## config.mk

```make
export PLATFORM = sky130hd
export DESIGN_NAME = sram_byte_read_arbiter
export DESIGN_NICKNAME = d
export VERILOG_FILES = /design/src/rtl/sram_ctrl_pkg.sv /design/src/rtl/rr_arb2.sv /design/src/rtl/sram_byte_read_arbiter.sv
export SDC_FILE = /design/constraint.sdc
export NUM_CORES = 1
export LEC_CHECK = 0
export ABC_CLOCK_PERIOD_IN_PS = 2500
export CORE_MARGIN = 2
export CORE_UTILIZATION = 41
export DETAILED_ROUTE_END_ITERATION = 16
export PLACE_DENSITY = 0.84
export SLEW_MARGIN = 5
export SYNTH_ARGS = -nofsm -noshare
export SYNTH_HDL_FRONTEND = slang
export SYNTH_SLANG_ARGS = --single-unit
```

## constraint.sdc

```tcl
create_clock -name clk -period 2.5 [get_ports clk]
set_input_delay 0.5 -clock clk [delete_from_list [all_inputs] [get_ports clk]]
set_output_delay 0.5 -clock clk [all_outputs]
set_load 0.02 [all_outputs]
```

## src/rtl/sram_ctrl_pkg.sv

```systemverilog
// Shared definitions for the SRAM byte-read controller: FSM encoding and byte-lane helpers.
package sram_ctrl_pkg;

  typedef enum logic [1:0] {
    ST_IDLE  = 2'd0,
    ST_ISSUE = 2'd1,
    ST_WAIT  = 2'd2,
    ST_RESP  = 2'd3
  } state_t;

  localparam int unsigned LANE_W = 2;
  typedef logic [LANE_W-1:0] lane_t;

  function automatic logic [7:0] select_byte(input logic [31:0] word, input lane_t lane);
    return word[{lane, 3'b000} +: 8];
  endfunction

endpackage

```

## src/rtl/rr_arb2.sv

```systemverilog
// Two-way round-robin arbiter; the priority pointer moves past the winner on accept.
module rr_arb2 (
  input  logic       clk,
  input  logic       rst_n,
  input  logic [1:0] valid,
  input  logic       accept,
  output logic [1:0] grant
);

  logic ptr;

  always_comb begin
    grant = '0;
    if (valid[ptr]) begin
      grant[ptr] = 1'b1;
    end else if (valid[~ptr]) begin
      grant[~ptr] = 1'b1;
    end
  end

  // After granting 0 the pointer favours 1, and vice versa.
  always_ff @(posedge clk or negedge rst_n) begin
    if (!rst_n) begin
      ptr <= 1'b0;
    end else if (accept && (grant != 2'b00)) begin
      ptr <= grant[0];
    end
  end

endmodule

```

## src/rtl/sram_byte_read_arbiter.sv

```systemverilog
// Arbitrates two byte-read requesters onto one word-wide SRAM and returns the selected byte.
module sram_byte_read_arbiter
  import sram_ctrl_pkg::*;
#(
  parameter int ADDR_W   = 10,
  parameter int SRAM_LAT = 1
) (
  input  logic              clk,
  input  logic              rst_n,
  input  logic              req0_valid,
  input  logic [ADDR_W-1:0] req0_addr,
  output logic              req0_ready,
  input  logic              req1_valid,
  input  logic [ADDR_W-1:0] req1_addr,
  output logic              req1_ready,
  output logic              sram_re,
  output logic [ADDR_W-3:0] sram_addr,
  input  logic [31:0]       sram_rdata,
  output logic              rsp_valid,
  output logic              rsp_id,
  output logic [7:0]        rsp_data
);

  state_t            state, state_nxt;
  logic [1:0]        grant;
  logic              accept;
  logic [ADDR_W-1:0] sel_addr;
  lane_t             lane_q;
  logic              id_q;
  logic [1:0]        wait_cnt;
  logic              wait_done;

  assign accept     = (state == ST_IDLE) && (req0_valid || req1_valid);
  assign req0_ready = (state == ST_IDLE) && grant[0];
  assign req1_ready = (state == ST_IDLE) && grant[1];
  assign sel_addr   = grant[1] ? req1_addr : req0_addr;
  assign wait_done  = (wait_cnt == 2'(SRAM_LAT - 1));

  rr_arb2 u_arb (
    .clk    (clk),
    .rst_n  (rst_n),
    .valid  ({req1_valid, req0_valid}),
    .accept (accept),
    .grant  (grant)
  );

  always_ff @(posedge clk or negedge rst_n) begin
    if (!rst_n) begin
      state <= ST_IDLE;
    end else begin
      state <= state_nxt;
    end
  end

  always_comb begin
    state_nxt = state;
    unique case (state)
      ST_IDLE:  if (accept) state_nxt = ST_ISSUE;
      ST_ISSUE: state_nxt = ST_WAIT;
      ST_WAIT:  if (wait_done) state_nxt = ST_RESP;
      ST_RESP:  state_nxt = ST_IDLE;
      default:  state_nxt = ST_IDLE;
    endcase
  end

  // sram_re/sram_addr and rsp_* are loaded one state early so they are
  // registered outputs that are high exactly while in ISSUE and RESP.
  always_ff @(posedge clk or negedge rst_n) begin
    if (!rst_n) begin
      lane_q    <= '0;
      id_q      <= 1'b0;
      sram_re   <= 1'b0;
      sram_addr <= '0;
      wait_cnt  <= '0;
      rsp_valid <= 1'b0;
      rsp_id    <= 1'b0;
      rsp_data  <= '0;
    end else begin
      sram_re   <= 1'b0;
      rsp_valid <= 1'b0;
      unique case (state)
        ST_IDLE: begin
          if (accept) begin
            lane_q    <= sel_addr[1:0];
            id_q      <= grant[1];
            sram_re   <= 1'b1;
            sram_addr <= sel_addr[ADDR_W-1:2];
          end
        end
        ST_ISSUE: wait_cnt <= '0;
        ST_WAIT: begin
          if (wait_done) begin
            wait_cnt  <= '0;
            rsp_valid <= 1'b1;
            rsp_id    <= id_q;
            rsp_data  <= select_byte(sram_rdata, lane_q);
          end else begin
            wait_cnt <= wait_cnt + 2'd1;
          end
        end
        default: ;
      endcase
    end
  end

endmodule

```

After elaboration in Yosys (flattened, before gate mapping):

Cells that the tools add are included.

* output and inout port bits: 21
* input bits: 56
* register bits after elaboration: 27
* word-level logic and storage cells: 56

* eq/ne operators: 5
* reduce and logical (&&, ||, !) cells: 14
* shift operators: 1
* $lt $le $gt $ge: 4
* muxes and demuxes: 20
* bitwise operators: 1
* add/sub/neg operators: 1

Operator list (count)
* $shiftx A32 B6 Y8: 1
* $mux W1: 10
* $mux W10: 1
* $mux W2: 5
* $pmux W2 S4: 1
* $logic_and A1 B1 Y1: 6
* $reduce_and A2 Y1: 3
* $eq A2 B2 Y1 const B: 2
* $logic_not A2 Y1: 2
* $lt A1 B2 Y1 const B: 2
* $pmux W2 S2: 1
* $reduce_bool A2 Y1: 2
* $add A2 B1 Y2 const B: 1
* $demux W1 S1: 2
* $eq A2 B1 Y1 const B: 1
* $ge A1 B1 Y1 const B: 2
* $ne A2 B1 Y1 const B: 1
* $ne A2 B2 Y1 const B: 1
* $logic_or A1 B1 Y1: 1
* $not A1 Y1: 1

Depth between registers and ports, before layout:

* word-level depth: 9
* gate-level depth with buffers: 7
* mapped depth without buffers: 6

Cells and area by module:

A second synthesis with hierarchy kept.

* cells, all modules: 130
* area, all modules: 1423.9 µm²

Modules (own cells, without submodules)
* sram_byte_read_arbiter: area each 1368.8 µm², seq. area each 650.6 µm², cells an instance 124, times used 1
* rr_arb2: area each 55.1 µm², seq. area each 25.0 µm², cells an instance 6, times used 1

Worst setup path after synthesis:

OpenSTA, ideal clock, no wires.

* path type: register -> output
* from: reg state[0]
* to: out req0_ready
* arrival time: 1.086 ns
* buffers on the path: 0
* setup slack: 0.914 ns
* cell stages (with the launch flop): 5
* required time: 2.000 ns
* path through: dfrtp_1 > inv_1 > ha_1 > nand2_1 > a21oi_1

* cells in the longest elaborated chain, start to end: 2

RTL lines
* start, declared: RTL line sram_byte_read_arbiter.sv:24 `state_t state, state_nxt;`
* start signal, assigned: RTL line sram_byte_read_arbiter.sv:51 `state <= state_nxt;`
* $logic_not A2 Y1: RTL line sram_byte_read_arbiter.sv:34 `assign req0_ready = (state == ST_IDLE) && grant[0];`
* $logic_and A1 B1 Y1: RTL line sram_byte_read_arbiter.sv:34
* end, declared: RTL line sram_byte_read_arbiter.sv:12 `output logic req0_ready,`

Every way passes these cells.

Worst setup path after layout:

Same ends and word-level chain as after synthesis.

==> impl_metrics.json <==
{
  "cp.arrival_ns": 1.71,
  "synth_area_leader_cell": "dfrtp_1",
  "ys_warn_count": 0,
  "drt-pass1-iter-count": 4,
  "ff2ff_setup_slack_ns": 0.63,
  "syn_area_per_cell_um2": 10.1,
  "p_clk_frac": 0.087,
  "hold_ws_ns": 0.503,
  "fin_nets": 276,
  "numCtsBuffers": 3,
  "ys_top_cells_by_area": "dfrtp_1 (48%), mux2i_1 (11%), a31oi_1 (4.4%)",
  "swShare": 0.412,
  "post-route-drc-count": 0,
  "wirelength_mm": 3.92,
  "num_rows": 21,
  "rsz0062_at_grt": "no",
  "ant_nets": 0,
  "ys_seq_area_frac": 0.479,
  "place.gp.congestion": 0.747,
  "setup_violations": 0,
  "grt_first_pass_wirelength_mm": 6.64,
  "antenna_found_initial": 0,
  "coreArea_mm2": 0.00331,
  "tns_ns": 0,
  "postCtsSetupBuffers": 0,
  "start_util": 0.426,
  "hold_path_class": "in -> async",
  "use_met2": 0.363,
  "groute.layer.met1.usage": 0.268,
  "netlist.area_leader.share": 0.479,
  "power_frac_seq": 0.352,
  "synth_edf_count": 0,
  "drtIter0Drc": 59,
  "postSynthNetCount": 200,
  "synth_async_sr_flop_share": 1.00,
  "power_frac_comb": 0.561,
  "synth_ff_type": "dfrtp_1",
  "slew_headroom": 0.428,
  "drv_slew": 0,
  "synth-seq-cells": 27,
  "gr-total-overflow": 0,
  "ctsResizeCount": 1,
  "power.switching_w": 0.000938,
  "cts_tree": "yes",
  "instances_no_fill": 261,
  "worstPathMaxFanout": 5,
  "worst_clock_skew_ns": 0.00995,
  "syn_area_mm2": 0.00141,
  "peakVddDrop_v": 0.000490,
  "synth.most_common_cell": "dfrtp_1",
  "hpwl_mm": 3.00,
  "critical_path_class": "reg -> out",
  "reg2reg_from": "state[0]$_DFFE_PN0P_",
  "placedCellCount": 257,
  "clk_pin_slew_ns": 0.15,
  "drive_gt1_frac": 0.0558,
  "postLayoutCoreUtil": 0.674,
  "cap_violations": 0,
  "cts_sinks": 27,
  "grt_max_degree": 28,
  "status": "completed",
  "via_per_inst": 5.17,
  "grtUsageMet3": 0.0450,
  "leakagePower_nw": 0.994,
  "total_power_w": 0.00228,
  "antennaDiodeCount": 0,
  "cp_data_required_time_ns": 2.00,
  "design.die.area_mm2": 0.00392,
  "grt.total_usage": 0.215,
  "synth_common_cells": "dfrtp_1 (27), mux2i_1 (16), a21oi_1 (12), nor2_1 (11)",
  "ios": 77,
  "flow.area_growth_from_synthesis_pct": 58.2,
  "htree_levels": 1,
  "cts_buffer_depth": 2,
  "wire_per_inst_um": 15.0,
  "tightest_slew_ns": 0.858,
  "min_period_ns": 2.21,
  "p_per_area_mw_per_mm2": 1020,
  "grt_pass1_vias": 1376,
  "die_h_um": 62.6,
  "die_x_um": 62.6,
  "period_share": 0.883,
  "intPower_w": 0.00134,
  "critPathCaptureType": "output port",
  "ys_types": 24,
  "start_kind": "flip-flop",
  "startpoint": "state[0]$_DFFE_PN0P_",
  "gr-max-usage-layer": "met2",
  "finalHoldViolCount": 0,
  "cts-root-buf": "clkbuf_4",
  "clk_latency_ns": 0.34,
  "vias": 1350,
  "netlist_instances": 140,
  "max_freq_ghz": 0.453,
  "io_buffers": 76,
  "cts_hold_buf": 0
}
## kinds of logic (layout without fill, tap and decap cells)
| family | Yosys count | after routing | share of synthesized area |
|---|---|---|---|
| AO/OA/AOI/OAI | 46 | 46 | 0.207 |
| AND/OR/NAND/NOR | 29 | 29 | 0.0887 |
| flip-flops | 27 | 27 | 0.479 |
| multiplexers | 18 | 18 | 0.130 |
| buffers and inverters | 16 | 91 | 0.0603 |
| adder cells (fa/ha/maj) | 4 | 4 | 0.0355 |
## metal layers
layer,vias up,wire (um),part of all wire
li1,652,-,-
met1,638,1640,0.42
met2,51,1960,0.50
met3,9,232,0.059
met4,0,89,0.023
met5,-,0,0
## cell usage in the layout (no fill, tap or decap)
cell,synthesis,routed
dlymetal6s2s_1,0,1
a31oi_1,10,10
dfrtp_1,27,27
ha_1,4,4
mux2i_1,16,16
buf_4,3,4
or2_0,1,1
nand2b_1,1,1
dlygate4sd2_1,0,1
clkdlybuf4s50_1,0,74
a21oi_1,12,12
nor2_1,11,11
clkbuf_4,0,3
nand2_1,10,10
clkinvlp_4,0,1
mux2_2,2,2
o221ai_1,7,7
o22a_1,1,1
o21ai_2,1,1
o21ai_1,4,4
o221ai_2,1,1
o21ai_0,8,8
nand3_1,3,3
nor2b_1,2,2
and3_1,1,1
inv_1,7,7
a21o_1,2,2
## power groups by stage
stage	clock [W]	combinational [W]	sequential [W]
final	0.000198	0.00128	0.000803
after global routing	0.000230	0.00139	0.000830
after CTS	0.000203	0.00129	0.000806
after detailed placement	0	0.00129	0.000816
after global placement	0	0.00126	0.000800
after floorplan	0	0.000669	0.000925
## path summary, 6_finish.rpt
kind | endpoint | cells after the start
max | req0_ready | 5
min | rsp_data[3]$_DFFE_PN0P_ | 2
max reg2reg | rsp_data[3]$_DFFE_PN0P_ | 5
min reg2reg | id_q$_DFFE_PN0P_ | 1
max in group asynchronous | rsp_data[6]$_DFFE_PN0P_ | 2
min in group clk | id_q$_DFFE_PN0P_ | 1
## cell type report
class | count | area [um2]
clock buffers | 3 | 22.5
flip-flops and latches | 27 | 676
clock inverters | 1 | 7.51
well taps | 46 | 57.6
multi-input cells | 97 | 649
inverters | 7 | 26.3
fillers | 277 | 1080
repair buffers | 80 | 792
## per-stage QoR
step	setup WS (ns)	instance area [um2]
finish	0.292	2230
global route	0.190	2230
CTS	0.0511	2230
detailed placement	0.102	2200
global placement	0.178	2200
floorplan	0.914	1410
## flip-flops by register name, indices dropped and copies added (netlist names)
name	flops
rsp_data	8
sram_re	1
lane_q	2
wait_cnt	2
state	2
sram_addr	8
id_q	1
rsp_id	1
rsp_valid	1
u_arb.ptr	1
## worst max-delay path, cell delays in order (launching register included)
cell and delay, ns:
dfrtp_1 0.41, inv_1 0.08, ha_1 0.25, nand2_1 0.09, a21oi_1 0.16, dlygate4sd2_1 0.36
Note: power is estimated with default switching activity, not from simulation.
